`config.mk`:
```
export PLATFORM = sky130hd
export DESIGN_NAME = dspl_scan_driver
export DESIGN_NICKNAME = d
export VERILOG_FILES = /design/src/rtl/dspl_scan_driver.sv
export SDC_FILE = /design/constraint.sdc
export NUM_CORES = 1
export LEC_CHECK = 0
export CORE_AREA = 2 2 68 86
export DETAILED_ROUTE_END_ITERATION = 8
export DIE_AREA = 0 0 70 88
export MAX_ROUTING_LAYER = met4
export PLACE_DENSITY = 0.73
export SLEW_MARGIN = 25
export SYNTH_ARGS = -nofsm -noshare
export SYNTH_HDL_FRONTEND = slang
export SYNTH_SLANG_ARGS = --single-unit
export TNS_END_PERCENT = 100
```
`constraint.sdc`:
```
create_clock -name clock -period 2.18 [get_ports clock]
set_input_delay 0.436 -clock clock [delete_from_list [all_inputs] [get_ports clock]]
set_output_delay 0.436 -clock clock [all_outputs]
set_load 0.02 [all_outputs]
```
`src/rtl/dspl_scan_driver.sv`:
```
// dspl_scan_driver
// Time-multiplexed driver for an 8-digit common-anode 7-segment display.
// One digit is lit per slot of SCAN_DIV cycles. The first GUARD_CYCLES of
// each slot keep all anodes off to suppress ghosting.
// Each digit word is {enable, hex[3:0], dp_n}. d1 is the rightmost digit (an[0]).
// Optional feature: define DSPL_SCAN_FRAME_LATCH_EN to snapshot all eight
// words once per frame so that a frame never mixes old and new values.
// All outputs are registered.

module dspl_scan_driver #(
   parameter int unsigned SCAN_DIV     = 100000,
   parameter int unsigned GUARD_CYCLES = 2
) (
   input  logic       clock,
   input  logic       reset,
   input  logic [5:0] d1,
   input  logic [5:0] d2,
   input  logic [5:0] d3,
   input  logic [5:0] d4,
   input  logic [5:0] d5,
   input  logic [5:0] d6,
   input  logic [5:0] d7,
   input  logic [5:0] d8,
   output logic [7:0] an,
   output logic [7:0] dec_cat
);

   localparam int unsigned CW = (SCAN_DIV > 2) ? $clog2(SCAN_DIV) : 1;

   logic [CW-1:0] slot_cnt_q, slot_cnt_d;
   logic [2:0]    scan_idx_q, scan_idx_d;
   logic [7:0]    an_q, an_d;
   logic [7:0]    cat_q, cat_d;
   logic          slot_wrap;
   logic          in_guard;
   logic [5:0]    d_live [8];
   logic [5:0]    w;
   logic [6:0]    seg;

   assign d_live[0] = d1;
   assign d_live[1] = d2;
   assign d_live[2] = d3;
   assign d_live[3] = d4;
   assign d_live[4] = d5;
   assign d_live[5] = d6;
   assign d_live[6] = d7;
   assign d_live[7] = d8;

   assign slot_wrap = (slot_cnt_q == CW'(SCAN_DIV - 1));

   // A zero-length guard would make the compare constant, so it is elided.
   generate
      if (GUARD_CYCLES == 0) begin : g_no_guard
         assign in_guard = 1'b0;
      end else begin : g_guard
         assign in_guard = (32'(slot_cnt_q) < 32'(GUARD_CYCLES));
      end
   endgenerate

`ifdef DSPL_SCAN_FRAME_LATCH_EN
   logic [5:0] snap_q [8];
   logic       snap_load;

   // Snapshot is taken on the last cycle of slot 7, so the next frame sees a coherent set.
   assign snap_load = slot_wrap && (scan_idx_q == 3'd7);

   // Frame snapshot registers; reset to blank words.
   always_ff @(posedge clock or negedge reset) begin
      if (!reset) begin
         for (int i = 0; i < 8; i++) snap_q[i] <= '0;
      end else if (snap_load) begin
         for (int i = 0; i < 8; i++) snap_q[i] <= d_live[i];
      end
   end

   assign w = snap_q[scan_idx_q];
`else
   assign w = d_live[scan_idx_q];
`endif

   // Slot counter wraps every SCAN_DIV cycles and advances the digit index.
   always_comb begin
      slot_cnt_d = slot_wrap ? '0 : slot_cnt_q + 1'b1;
      scan_idx_d = slot_wrap ? scan_idx_q + 3'd1 : scan_idx_q;
   end

   // Active-low hex font, segment order a..g.
   always_comb begin
      case (w[4:1])
         4'h0:    seg = 7'b0000001;
         4'h1:    seg = 7'b1001111;
         4'h2:    seg = 7'b0010010;
         4'h3:    seg = 7'b0000110;
         4'h4:    seg = 7'b1001100;
         4'h5:    seg = 7'b0100100;
         4'h6:    seg = 7'b0100000;
         4'h7:    seg = 7'b0001111;
         4'h8:    seg = 7'b0000000;
         4'h9:    seg = 7'b0000100;
         4'hA:    seg = 7'b0001000;
         4'hB:    seg = 7'b1100000;
         4'hC:    seg = 7'b0110001;
         4'hD:    seg = 7'b1000010;
         4'hE:    seg = 7'b0110000;
         default: seg = 7'b0111000;
      endcase
   end

   // Anode and cathode next values; blank during guard or for a disabled word.
   always_comb begin
      an_d  = 8'hFF;
      cat_d = 8'hFF;
      if (!in_guard && w[5]) begin
         an_d  = ~(8'h01 << scan_idx_q);
         cat_d = {seg, w[0]};
      end
   end

   // Scan state and registered outputs.
   always_ff @(posedge clock or negedge reset) begin
      if (!reset) begin
         slot_cnt_q <= '0;
         scan_idx_q <= '0;
         an_q       <= 8'hFF;
         cat_q      <= 8'hFF;
      end else begin
         slot_cnt_q <= slot_cnt_d;
         scan_idx_q <= scan_idx_d;
         an_q       <= an_d;
         cat_q      <= cat_d;
      end
   end

   assign an      = an_q;
   assign dec_cat = cat_q;

endmodule
```
---- Yosys cells after proc, flatten, opt, wreduce, memory -nomap -nowiden ----
Memory sizes are Yosys's and may differ from the RTL's.
Cells that the tools add are included.
cells by class
  add/sub/neg operators ................... 2
  shift-type cells ........................ 1
  multiplexer cells ....................... 6
  $lt $le $gt $ge ......................... 2
  bitwise logic cells ..................... 2
  equality and inequality tests ........... 1
  reductions and logical operators ........ 2
operators with widths
  kind                                                      number
  binary-select mux 6 bit (select 3 bit)                    1
  adder 17 x 1 -> 17 bit, second input constant             1
  == test 17 bit, second input constant                     1
  < comparator 17 x 2 -> 1 bit, second input constant       1
  2-to-1 mux 17 bit                                         1
  2-to-1 mux 8 bit                                          2
  2-to-1 mux 6 bit                                          2
  NOT 8 bit                                                 1
  left shift 1 x 3 -> 8 bit, first input constant           1
  greater-or-equal comparator 4 bit, second input constant  1
  NOT 3 -> 4 bit                                            1
  adder 3 x 1 -> 3 bit, second input constant               1
  logical AND 1 bit                                         1
  zero test 1 bit                                           1
storage, ports and cells
  ROM bits ................................ 112
  bits in registers ....................... 36
  memories ................................ 1
  bits of input ports ..................... 50
memory list
  name             words  width  rd ports  clocked after Yosys merged registers in  wr ports  line  RTL
  (no name shown)  16     7      1         0                                        0         89    case (w[4:1])

---- Depth between registers and ports, before layout ----
  depth after elaboration ................. 6
  mapped depth ............................ 9
  depth with buffers taken out ............ 8

---- Worst setup path before layout ----
Ideal clock, no wire load.
  kind .................................... register to register
  start ................................... register scan_idx_q[0]
  end ..................................... register cat_q[4], in the netlist dec_cat[4]
  arrival time ............................ 2158 ps
  period minus slack after synthesis ...... 2236 ps
  required time ........................... 2102 ps
  setup slack ............................. -56 ps
  cell stages (with the launch flop) ...... 10
  cells stage by stage .................... dfrtp_1 > buf_6 > mux4_2 > mux2_4 > inv_1 > ha_1 > inv_1 > mux2_1 > mux2i_1 > nand2_1
on the way
  cells in the longest elaborated chain, start to end .. 6
  elaborated cells on any way between the ends .. 7
  classes of those cells .................. mux: 4; bitwise: 1; reduce/logical: 1; memory: 1
RTL lines
  element                                                        line  RTL
  from (decl)                                                    31    logic [2:0] scan_idx_q, scan_idx_d;
  from (signal assigned)                                         128   scan_idx_q <= scan_idx_d;
  NOT 3 -> 4 bit (not written as such) (*)                       78    assign w = d_live[scan_idx_q];
  binary-select mux 6 bit (select 3 bit) (*)                     78
  2-to-1 mux 6 bit (not written as such) (*) (2 in series)       78
  memory read (16 x 7 bit) or logical AND 1 bit (tied branches)  -
  2-to-1 mux 8 bit (*)                                           113   if (!in_guard && w[5]) begin
  via cat_d[4]                                                   33    logic [7:0] cat_q, cat_d;
  to (signal assigned)                                           130   cat_q <= cat_d;
  to (decl)                                                      33
Mark *: on every way through the listed nets, which the timed path passes. The rest lies on a longest branch. The select of a mux whose other input is x is not followed.
A chain may end at the register's enable or synchronous reset.

---- Worst setup path in the final report ----
  start ................................... input d8[1]
  end ..................................... register cat_q[4], in the netlist dec_cat[4]
on the way
  cells in the longest elaborated chain, start to end .. 5
RTL lines
  element                                               line  RTL
  from (decl)                                           23    input logic [5:0] d8,
  binary-select mux 6 bit (select 3 bit)                78
  2-to-1 mux 6 bit (not written as such) (2 in series)  78
  memory read (16 x 7 bit)                              -
  2-to-1 mux 8 bit                                      113
  via cat_d[4]                                          33
The timed path passes the listed nets, and every way through them passes these cells. The select of a mux whose other input is x is not followed.

==> impl_metrics.tcl <==
set metrics [dict create \
    period_share_pct 99.1 \
    intPower_uw 1110 \
    synthToLayoutAreaGrowth_pct 46.4 \
    path_class "in2reg" \
    syn_nets 240 \
    port_buffers 65 \
    min_period_ns 2.16 \
    synth-simple-area-share_pct 14.4 \
    cp-end-kind "flop" \
    syn_avg_cell_area_um2 12.2 \
    switching_share_pct 22.3 \
    netlist_instances 177 \
    grt_pass1_vias 1729 \
    num-fill-cells 441 \
    netlist_area_um2 2160 \
    combPwrFrac_pct 17.9 \
    synth_top_family_by_area "multiplexers" \
    relSlewSlack_pct 66.3 \
    wl_mm 4.67 \
    drt_pre_antenna_iters 4 \
    synth_seq_cells 36 \
    synth_flop_cell "dfrtp_1" \
    synth_cell_types 40 \
    via_per_inst 5.01 \
    finalSetupViolations 0 \
    power.density_nw_per_um2 451 \
    tightest_slew_ns 0.501 \
    grt_pass1_wl_mm 7.72 \
    switching_power_uw 319 \
    crit_family "multiplexers" \
    leakage_uw 0.00128 \
    fmax_mhz 463 \
    ant_nets 0 \
    grt_overflow 0 \
    seqPwrFrac_pct 48.5 \
    synth_mux_area_share_pct 20.3 \
    finalMaxSlewViolations 0 \
    critical_path.n_buffers_inverters 3 \
    crit_required_ns 2.37 \
    finClkSkew_ns 0.00699 \
    htree_levels 2 \
    wire_per_inst_um 14.1 \
    rows 30 \
    place_area_um2 2970 \
    cts_root_buf "clkbuf_8" \
    power_frac_clock_pct 33.6 \
    peakVddDrop_v 0.000174 \
    yosys_warnings 0 \
    critPathArrivalTime_ns 2.35 \
    drive_above_1_share_pct 28.0 \
    layout.nets 330 \
    synth_edf_count 0 \
    drc 0 \
    yosys.area_share.xor_xnor_pct 6.49 \
    slowest_stage "mux4_2" \
    boundaryPins 66 \
    first_iter_violations 67 \
    clock_path_buffers 2 \
    cpMostUsedCell "mux2_4" \
    vias 1662 \
    critPathLaunchType "primary input" \
    clock_latency_ns 0.28 \
    yosys.area_share.adder_pct 7.53 \
    fin_area_um2 3160 \
    hold_slack_ns 0.494 \
    grt_max_degree 37 \
    status "finished clean" \
    antenna_found_initial 0 \
    tritoncts "built" \
    initial_core_util_pct 40.5 \
    gp_congestion 0.882 \
    hold_violations 0 \
    ys_seq_area_share_pct 42.6 \
    die_area_um2 6160 \
    hp-class "reg2reg" \
    crit_chain "clkdlybuf4s50_1, mux4_2, mux2_4, inv_4, ha_4, inv_2, mux2_4, mux2i_1, nand2_1" \
    cts_sinks 36 \
    synth_compound_area_share_pct 4.28 \
    antennaDiodeCount 0 \
    die_width_um 70 \
    grt_usage_pct 16.4 \
    path_max_fanout 5 \
    coreArea_um2 5330 \
    rsz0062_at_grt "yes" \
    maxCapViolCount 0 \
    max_stage_delay_ns 0.48 \
    async_flop_share_pct 100 \
    clkTransAtPathRegs_ns 0.07 \
    fp.dieH_um 88 \
    dpl.hpwl_mm 3.60 \
    numCtsBuffers 5 \
    setup-tns-final_ns 0 \
]
==> cell usage in the layout (no fill, tap or decap), drive strengths merged, types with 3 or more instances in the layout <==
cell / n
nor3: 3
xnor2: 10
o211ai: 3
mux4: 12
mux2: 4
nand4: 4
dfstp: 16
nor2: 12
mux2i: 6
nand2b: 3
ha: 13
nor4: 3
nand3: 8
nand2: 22
xor2: 6
clkdlybuf4s50: 65
o221ai: 3
buf: 25
dfrtp: 20
clkbuf: 7
inv: 7
==> layer usage <==
layer / part of all wire (%) / track usage, %
met1: 41 / 19.6
met3: 3.4 / 2.53
met5: 0 / -
met4: 1.9 / 6.99
met2: 53 / 27.7
==> flip-flops by register name (all words and copies together) (netlist names) <==
name and count:
an 8, dec_cat 8, scan_idx_q 3, slot_cnt_q 17
==> cell usage after synthesis, drive strengths merged, types with 2 or more instances <==
library cell	count	area, um2
mux2i	6	85.1
dfrtp	20	500
o221ai	3	32.5
xnor2	10	87.6
buf	3	33.8
dfstp	16	420
nand2	22	82.6
nand4	4	25.0
nand2b	3	21.3
inv	7	26.3
mux4	12	300
and2	2	13.8
nor2	12	45.0
ha	13	163
clkbuf	4	35.0
nor4	3	18.8
o21ai	2	10.0
mux2	4	52.6
or2	2	12.5
and4	2	17.5
o211ai	3	22.5
nor3	3	15.0
nand3	8	40.0
xor2	6	52.6
==> repair_timing <==
action | in CTS | in global routing
pin swaps | 0 | 4
buffers inserted | 4 | 1
hold buffers | 0 | 0
setup endpoints to repair | 5 | 5
gates resized for setup | 2 | 16
==> layout make-up <==
class | count | area [um2] | share of cell area, %
Timing Repair Buffer | 90 | 855 | 27.0
Multi-Input combinational cell | 127 | 1180 | 37.3
Clock inverter | 1 | 7.51 | 0.237
Sequential cell | 36 | 922 | 29.2
Tap cell | 64 | 80.1 | 2.53
Inverter | 7 | 31.3 | 0.989
Clock buffer | 7 | 86.3 | 2.73
==> power groups by stage <==
| stage | clock network, uW | registers, uW | logic (uW) |
|---|---|---|---|
| floorplan | 0 | 722 | 70.5 |
| global placement | 0 | 704 | 232 |
| detailed placement | 0 | 704 | 236 |
| CTS | 500 | 693 | 240 |
| global route | 525 | 694 | 274 |
| finish | 480 | 693 | 255 |
==> cells by family (layout without fill, tap and decap cells) <==
logic type                 after synthesis  in the layout
and+or+nand+nor                         64             64
DFF                                     36             36
muxes                                   22             22
xor gates and xnor gates                16             16
buffers and inverters                   14            105
adders and majority gates               13             13
AOI/OAI and AO/OA                       12             12
==> stage by stage <==
| step | power, uW | worst slack, ns | instances | utilization, % |
|---|---|---|---|---|
| floorplan | 793 | 0.0198 | 177 | - |
| finish | 1430 | 0.0192 | 332 | 59.3 |
| detailed placement | 940 | -0.286 | 319 | 55.8 |
| CTS | 1430 | 0.0102 | 331 | 58.2 |
| global route | 1490 | -0.0848 | 332 | 59.3 |
| global placement | 936 | -0.223 | 319 | 55.8 |
==> worst paths after layout <==
path | from | to | cells after the start | slack [ns]
max in group asynchronous | reset | dec_cat[2] | 2 | 1.29
max reg2reg | scan_idx_q[0] | dec_cat[4] | 9 | 0.03
min reg2reg | slot_cnt_q[0] | slot_cnt_q[0] | 1 | 0.49
min | slot_cnt_q[0] | slot_cnt_q[0] | 1 | 0.49
min in group asynchronous | reset | slot_cnt_q[5] | 2 | 0.55
max | d8[1] | dec_cat[4] | 9 | 0.02
==> worst reg2reg max path: stages, from the launching register on <==
cell	delay [ns]
dfrtp_2	0.44
buf_12	0.13
mux4_2	0.48
mux2_4	0.32
inv_4	0.08
ha_4	0.12
inv_2	0.03
mux2_4	0.25
mux2i_1	0.15
nand2_1	0.08
Power figures use the tool's default switching activity.
